[src/rtl/song_reader.sv]
// song_reader: walks one song's ROM entries, strobing each {note, duration} to the note player
module song_reader #(
    parameter int NOTE_W = 6,
    parameter int DUR_W  = 6,
    parameter int IDX_W  = 5
) (
    input  logic                    clk,
    input  logic                    reset,
    input  logic                    reset_player,
    input  logic                    play,
    input  logic [1:0]              song,
    input  logic                    note_done,
    output logic [2+IDX_W-1:0]      rom_addr,
    input  logic [NOTE_W+DUR_W-1:0] rom_data,
    output logic [NOTE_W-1:0]       note,
    output logic [DUR_W-1:0]        duration,
    output logic                    new_note,
    output logic                    song_done
);
    typedef enum logic [2:0] {
        S_FETCH, S_WAIT_ROM, S_NOTE_OUT, S_WAIT_DONE, S_DONE, S_END
    } state_t;
    state_t state, next_state;
    logic [IDX_W-1:0] idx;
    logic [NOTE_W-1:0] rom_note;
    logic [DUR_W-1:0] rom_dur;
    logic last_idx;
    assign rom_note = rom_data[NOTE_W+DUR_W-1:DUR_W];
    assign rom_dur  = rom_data[DUR_W-1:0];
    assign last_idx = idx == {IDX_W{1'b1}};
    assign rom_addr = {song, idx};
    always_ff @(posedge clk or posedge reset) begin
        if (reset) begin
            state    <= S_FETCH;
            idx      <= '0;
            note     <= '0;
            duration <= '0;
        end else if (reset_player) begin
            state    <= S_FETCH;
            idx      <= '0;
            note     <= '0;
            duration <= '0;
        end else begin
            state <= next_state;
            if (state == S_WAIT_ROM && rom_dur != '0) begin
                note     <= rom_note;
                duration <= rom_dur;
            end
            if (state == S_WAIT_DONE && note_done && !last_idx)
                idx <= idx + 1'b1;
        end
    end
    // a zero duration is the end-of-song marker; the last index also ends the song
    always_comb begin
        next_state = state;
        case (state)
            S_FETCH:     next_state = play ? S_WAIT_ROM : S_FETCH;
            S_WAIT_ROM:  next_state = (rom_dur == '0) ? S_DONE : S_NOTE_OUT;
            S_NOTE_OUT:  next_state = S_WAIT_DONE;
            S_WAIT_DONE: next_state = note_done ? (last_idx ? S_DONE : S_FETCH) : S_WAIT_DONE;
            S_DONE:      next_state = S_END;
            default:     next_state = S_END;
        endcase
    end
    always_comb begin
        new_note  = state == S_NOTE_OUT;
        song_done = state == S_DONE;
    end
endmodule

[config.mk]
export PLATFORM = sky130hd
export DESIGN_NAME = song_reader
export DESIGN_NICKNAME = d
export VERILOG_FILES = /design/src/rtl/song_reader.sv
export SDC_FILE = /design/constraint.sdc
export NUM_CORES = 1
export LEC_CHECK = 0
export ABC_AREA = 1
export CORE_ASPECT_RATIO = 1.2
export CORE_UTILIZATION = 31
export DETAILED_ROUTE_END_ITERATION = 8
export SLEW_MARGIN = 20
export SYNTH_ARGS = -nofsm -noshare
export SYNTH_HDL_FRONTEND = slang
export SYNTH_SLANG_ARGS = --single-unit
[constraint.sdc]
create_clock -name clk -period 2.5 [get_ports clk]
set_clock_uncertainty 0.2 [all_clocks]
set_input_delay 0.75 -clock clk [delete_from_list [all_inputs] [get_ports clk]]
set_output_delay 0.75 -clock clk [all_outputs]
set_load 0.01 [all_outputs]
==> results.toml, run 1 <==
[worst_setup_path]
critPathMaxFanout = 6
r2r_setup_slack_ns = 0.78
path_delay_family = "buffers and inverters"
critPathLaunchType = "flop"
cp_data_arrival_time_ns = 1.31
crit_slowest_cell = "clkdlybuf4s50_1"
end_kind = "output pin"
max_stage_delay_ns = 0.57
cp_cell_sequence = "clkdlybuf4s50_1"
crit_required_ns = 1.55
criticalPathCategory = "reg -> out"
critPathBufInv = 1

[cells_and_area]
syn2layout_area_growth_pct = 42.3
drive_gt1_frac = 0.134
finish.utilization = 0.471
nFillCells = 317
n_antenna_cell = 0
final_nets = 180

[synthesis]
syn_avg_cell_area_sq_um = 8.65
synth_fp_nets = 140
yosysTopAreaCellShare = 0.486
synth.area.top_cells = "dfrtp_1 (49%), nand3_1 (9.7%), nand4_1 (9.7%)"
yosysSeqAreaShare = 0.486
syn_area_sq_mm = 0.00103
synth_cell_types = 24
yosysWarnings = 0
synthCells = 119
yosysTopAreaCell = "dfrtp_1"
ys_ff_latch = 20

[cts]
cts_root_buffer = "clkbuf_4"
cts_made_buffers = 3
clk_latency_ns = 0.29
htreeDepth = 1
clock_sinks = 20
clk_pin_slew_ns = 0.11
cts_tree = "yes"
clk_path_buf_depth = 2

[timing]
slew_violations = 0
period_needed_ns = 2.26
post-route-period-util = 0.905
setup_viol = 0
worst_pin_slew_ns = 0.269
hold_viol = 0
fmax_ghz = 0.442
slew_headroom = 0.820
rsz0062_at_grt = "no"
fin_tns_setup_ns = 0

[route]
ant_nets = 0
dr.pass1.iters = 4
drt_iter0_drc = 16
vias = 989
drc = 0
wirelength_microns = 2350
viasPerCell = 5.12
wl_per_cell_microns = 12.2

[power_and_ir_drop]
vdd_drop_max_v = 0.000242
leakage_nw = 0.707
power_density_mw_per_mm2 = 448

[min_path]
min_path_type = "reg -> reg"

[die]
initial_core_util = 0.331
core_area_sq_mm = 0.00311
die_w_microns = 54.6
rows = 22
die_h_microns = 65.1
die-area_sq_mm = 0.00356
io_pins = 40

[run]
max-cap-violations = 0

[placed_design]
gp_congestion = 0.763
hpwl_microns = 1720
io_buffers = 35

[global_route]
grt_pass1_vias = 926
grt.total_usage = 0.148
grt_max_degree = 25
grt_pass1_wl_microns = 3970
grt_antenna_before_repair = 0
grt_overflow = 0

[outcome]
outcome = "complete, no violations"
through the flow:
step	total power, W	instance area [sq um]	setup WS [ns]	hold WS [ns]	cells
detailed placement	0.000508	1410	0.260	0.287	187
floorplan	0.000436	1030	0.681	0.333	119
global placement	0.000507	1410	0.293	0.288	187
global route	0.000693	1470	0.169	0.347	193
CTS	0.000666	1460	0.0165	0.315	193
finish	0.000656	1470	0.238	0.314	193
cell usage after synthesis (all sizes together):
cell	number
nand2	27
dfrtp	20
nand3	20
nand4	16
nor2	9
inv	7
buf	5
a21oi	3
clkbuf	3
ha	2
nor3	2
o21ai	2
a31oi	1
o21a	1
xor2	1
layout by cell type, fill, tap and decap left out, drive strengths merged:
| master | count |
|---|---|
| inv | 7 |
| nand4 | 16 |
| nand3 | 20 |
| clkbuf | 3 |
| a21oi | 3 |
| o21a | 1 |
| dfrtp | 20 |
| nor3 | 2 |
| ha | 2 |
| nand2 | 27 |
| clkdlybuf4s50 | 33 |
| buf | 8 |
| nor2 | 9 |
| o21ai | 2 |
| xor2 | 1 |
| dlymetal6s2s | 2 |
| a31oi | 1 |
cell type report:
type / count / area [sq um] / share of cell area
multi-input cells: 84 / 453 / 0.309
clock buffers: 3 / 22.5 / 0.0154
inverters: 7 / 26.3 / 0.0179
repair buffers: 43 / 415 / 0.284
flip-flops and latches: 20 / 503 / 0.343
well taps: 36 / 45.0 / 0.0307
state kept, by name, summed over array words and instances (netlist names):
signal and flops:
duration 6, idx 5, note 6, state 3
metal layers:
| layer | GRT usage | wire length (microns) |
|---|---|---|
| met2 | 0.239 | 1200 |
| met3 | 0.0278 | 120 |
| met1 | 0.202 | 1030 |
| met5 | 0 | 0 |
| met4 | 0.0288 | 0 |
cell families after synthesis:
logic type | share of synthesized area
buffers and inverters | 0.0741
flip-flops | 0.486
XOR/XNOR | 0.00851
AND/OR/NAND/NOR | 0.366
adder cells (fa/ha/maj) | 0.0243
AO/OA/AOI/OAI | 0.0413
report_power, final:
group,leakage (nW),switching [W],total [W],internal (W)
clock,0.0138,0.0000935,0.000149,0.0000560
combinational,0.421,0.0000739,0.000151,0.0000767
sequential,0.271,0.0000139,0.000356,0.000342
total,0.707,0.000181,0.000656,0.000475
path summary, 6_finish.rpt:
kind,start,end,depth (start not counted)
max in group asynchronous,reset,state[1]$_DFF_PP0_,3
max reg2reg,idx[0]$_DFFE_PP0P_,idx[0]$_DFFE_PP0P_,8
min in group asynchronous,reset,note[1]$_DFFE_PP0P_,3
min reg2reg,note[5]$_DFFE_PP0P_,note[5]$_DFFE_PP0P_,2
max,idx[2]$_DFFE_PP0P_,rom_addr[2],1
min,note[5]$_DFFE_PP0P_,note[5]$_DFFE_PP0P_,2
timing repair:
| item | in CTS | in global routing |
|---|---|---|
| gates resized for setup | 2 | 3 |
| setup endpoints to repair | 2 | 2 |
| setup buffers | 3 | 0 |
| cloned | 0 | 0 |
| hold buffers | 0 | 0 |
No activity file was read; power rests on OpenSTA's default activity.
==> inputs of run 2 (changes only) <==
--- a/config.mk
+++ b/config.mk
@@ -9,7 +9,9 @@
 export CORE_ASPECT_RATIO = 1.2
 export CORE_UTILIZATION = 31
 export DETAILED_ROUTE_END_ITERATION = 8
+export PLACE_DENSITY = 0.63
 export SLEW_MARGIN = 20
 export SYNTH_ARGS = -nofsm -noshare
 export SYNTH_HDL_FRONTEND = slang
 export SYNTH_SLANG_ARGS = --single-unit
+export TNS_END_PERCENT = 50
==> run 2 against run 1 <==
- worst setup slack got worse by 0.020 ns
- worst hold slack improved by 0.0067 ns
- final cell count fell by 1.0%
- critical path type unchanged
- sequential power barely moved
- register-to-register slack got worse by 0.08 ns
- routed wire length rose by 5.8%
==> results.toml, run 2 (same netlist as run 1, synthesis figures left out) <==
[outcome]
outcome = "complete, no violations"

[run]
max-cap-violations = 0

[cts]
cts_tree = "yes"
clk_latency_ns = 0.30
clk_pin_slew_ns = 0.12
clk_path_buf_depth = 2
clock_sinks = 20
cts_root_buffer = "clkbuf_4"
htreeDepth = 1
cts_made_buffers = 3
cts_hold_buf = 0

[cells_and_area]
final_cell_mix = "clkdlybuf4s50_1 (33), nand2_1 (24), nand3_1 (20), dfrtp_1 (19), nand4_1 (16)"
final_nets = 177
layout_commonest_cell = "clkdlybuf4s50_1"
syn2layout_area_growth_pct = 43.4
finish.utilization = 0.475
drive_gt1_frac = 0.116
reg_top3 = "duration x6, note x6, idx x5"
fin_cells = 191
n_antenna_cell = 0

[timing]
fmax_ghz = 0.438
slew_violations = 0
rsz0062_at_grt = "no"
fin_tns_setup_ns = 0
worst_pin_slew_ns = 0.494
post-route-period-util = 0.913
timing.final.ws_setup_ns = 0.218
hold_viol = 0
setup_viol = 0
slew_headroom = 0.670
period_needed_ns = 2.28

[worst_setup_path]
max_stage_delay_ns = 0.57
crit_required_ns = 1.55
reg2regPathDepth = 5
timing.rr.end = "note[2]$_DFFE_PP0P_"
crit_slowest_cell = "clkdlybuf4s50_1"
critPathBufInv = 1
path_delay_family = "buffers and inverters"
criticalPathCategory = "reg -> out"
cp_cell_sequence = "clkdlybuf4s50_1"
critPathLaunchType = "flop"
cp_data_arrival_time_ns = 1.33
r2r_setup_slack_ns = 0.70
critPathMaxFanout = 6
end_kind = "output pin"
r2r_start = "state[2]$_DFF_PP0_"
cp-startpoint = "idx[2]$_DFFE_PP0P_"

[placed_design]
hpwl_microns = 1810
gp_congestion = 0.695
post-place-cells = 186
dp_slack_ns = 0.181
io_buffers = 35

[global_route]
grt_pass1_vias = 940
grt.total_usage = 0.157
grt_max_degree = 31
grt_pass1_wl_microns = 4030
grt_overflow = 0
grt_antenna_before_repair = 0

[die]
die_h_microns = 65.1
die_w_microns = 54.6
die-area_sq_mm = 0.00356
core_area_sq_mm = 0.00311
io_pins = 40
rows = 22
initial_core_util = 0.331

[route]
drc = 0
vias = 977
drt_iter0_drc = 15
dr.pass1.iters = 4
wirelength_microns = 2490
wl_per_cell_microns = 13.0
ant_nets = 0
viasPerCell = 5.12

[min_path]
hold_end = "note[4]$_DFFE_PP0P_"
whs_path_depth = 2
hp-start = "note[4]$_DFFE_PP0P_"
min_path_type = "reg -> reg"

[power_and_ir_drop]
leakage_nw = 0.685
vdd_drop_max_v = 0.000265
power_density_mw_per_mm2 = 518
[run 2: cell types whose count changed in the layout (fill, tap and decap cells not counted), sizes merged]
| cell | change |
|---|---|
| dlymetal6s2s | -2 |
| bufinv | +1 |
| dlygate4sd2 | +2 |
| buf | -3 |
[run 2: worst max path at each step]
| stage | slack (ns) | cells past startpoint | end |
|---|---|---|---|
| 2_1_floorplan | 0.68 | 1 | rom_addr[5] |
| 3_3_place_gp | 0.23 | 6 | note[1]$_DFFE_PP0P_ |
| 3_5_place_dp | 0.18 | 6 | note[5]$_DFFE_PP0P_ |
| 4_1_cts | 0.21 | 1 | rom_addr[2] |
| 5_1_grt | 0.16 | 1 | rom_addr[2] |
| 6_report | 0.22 | 1 | rom_addr[2] |
[run 2: power by group]
part | switching (W) | leakage [nW] | internal (W) | total, W
registers | 0.0000165 | 0.273 | 0.000342 | 0.000358
logic | 0.0000701 | 0.384 | 0.0000714 | 0.000141
clock network | 0.000103 | 0.0279 | 0.000162 | 0.000265
[run 2: timing repair]
item / CTS / global route
resized for setup: 4 / 0
setup buffers: 1 / 0
setup endpoints to repair: 2 / 0
[run 2: per-layer routing]
layer	GRT usage	wire length, microns
met4	0.0673	36
met5	0	0
met2	0.255	1210
met1	0.199	1130
met3	0.0231	110
[run 2: metrics by stage]
step                      area [sq um]  hold WS, ns  total power (W)
after CTS                         1480        0.328         0.000775
final                             1480        0.320         0.000765
after global routing              1480        0.357         0.000803
after global placement            1420        0.295         0.000506
after floorplan                   1030        0.333         0.000436
after detailed placement          1420        0.292         0.000508
[run 2: layout make-up]
type | count | area, sq um
flip-flops and latches | 20 | 502
well taps | 36 | 45.0
clock inverters | 1 | 30.0
inverters | 7 | 26.3
multi-input cells | 84 | 453
fillers | 313 | 1630
clock buffers | 3 | 22.5
repair buffers | 40 | 398
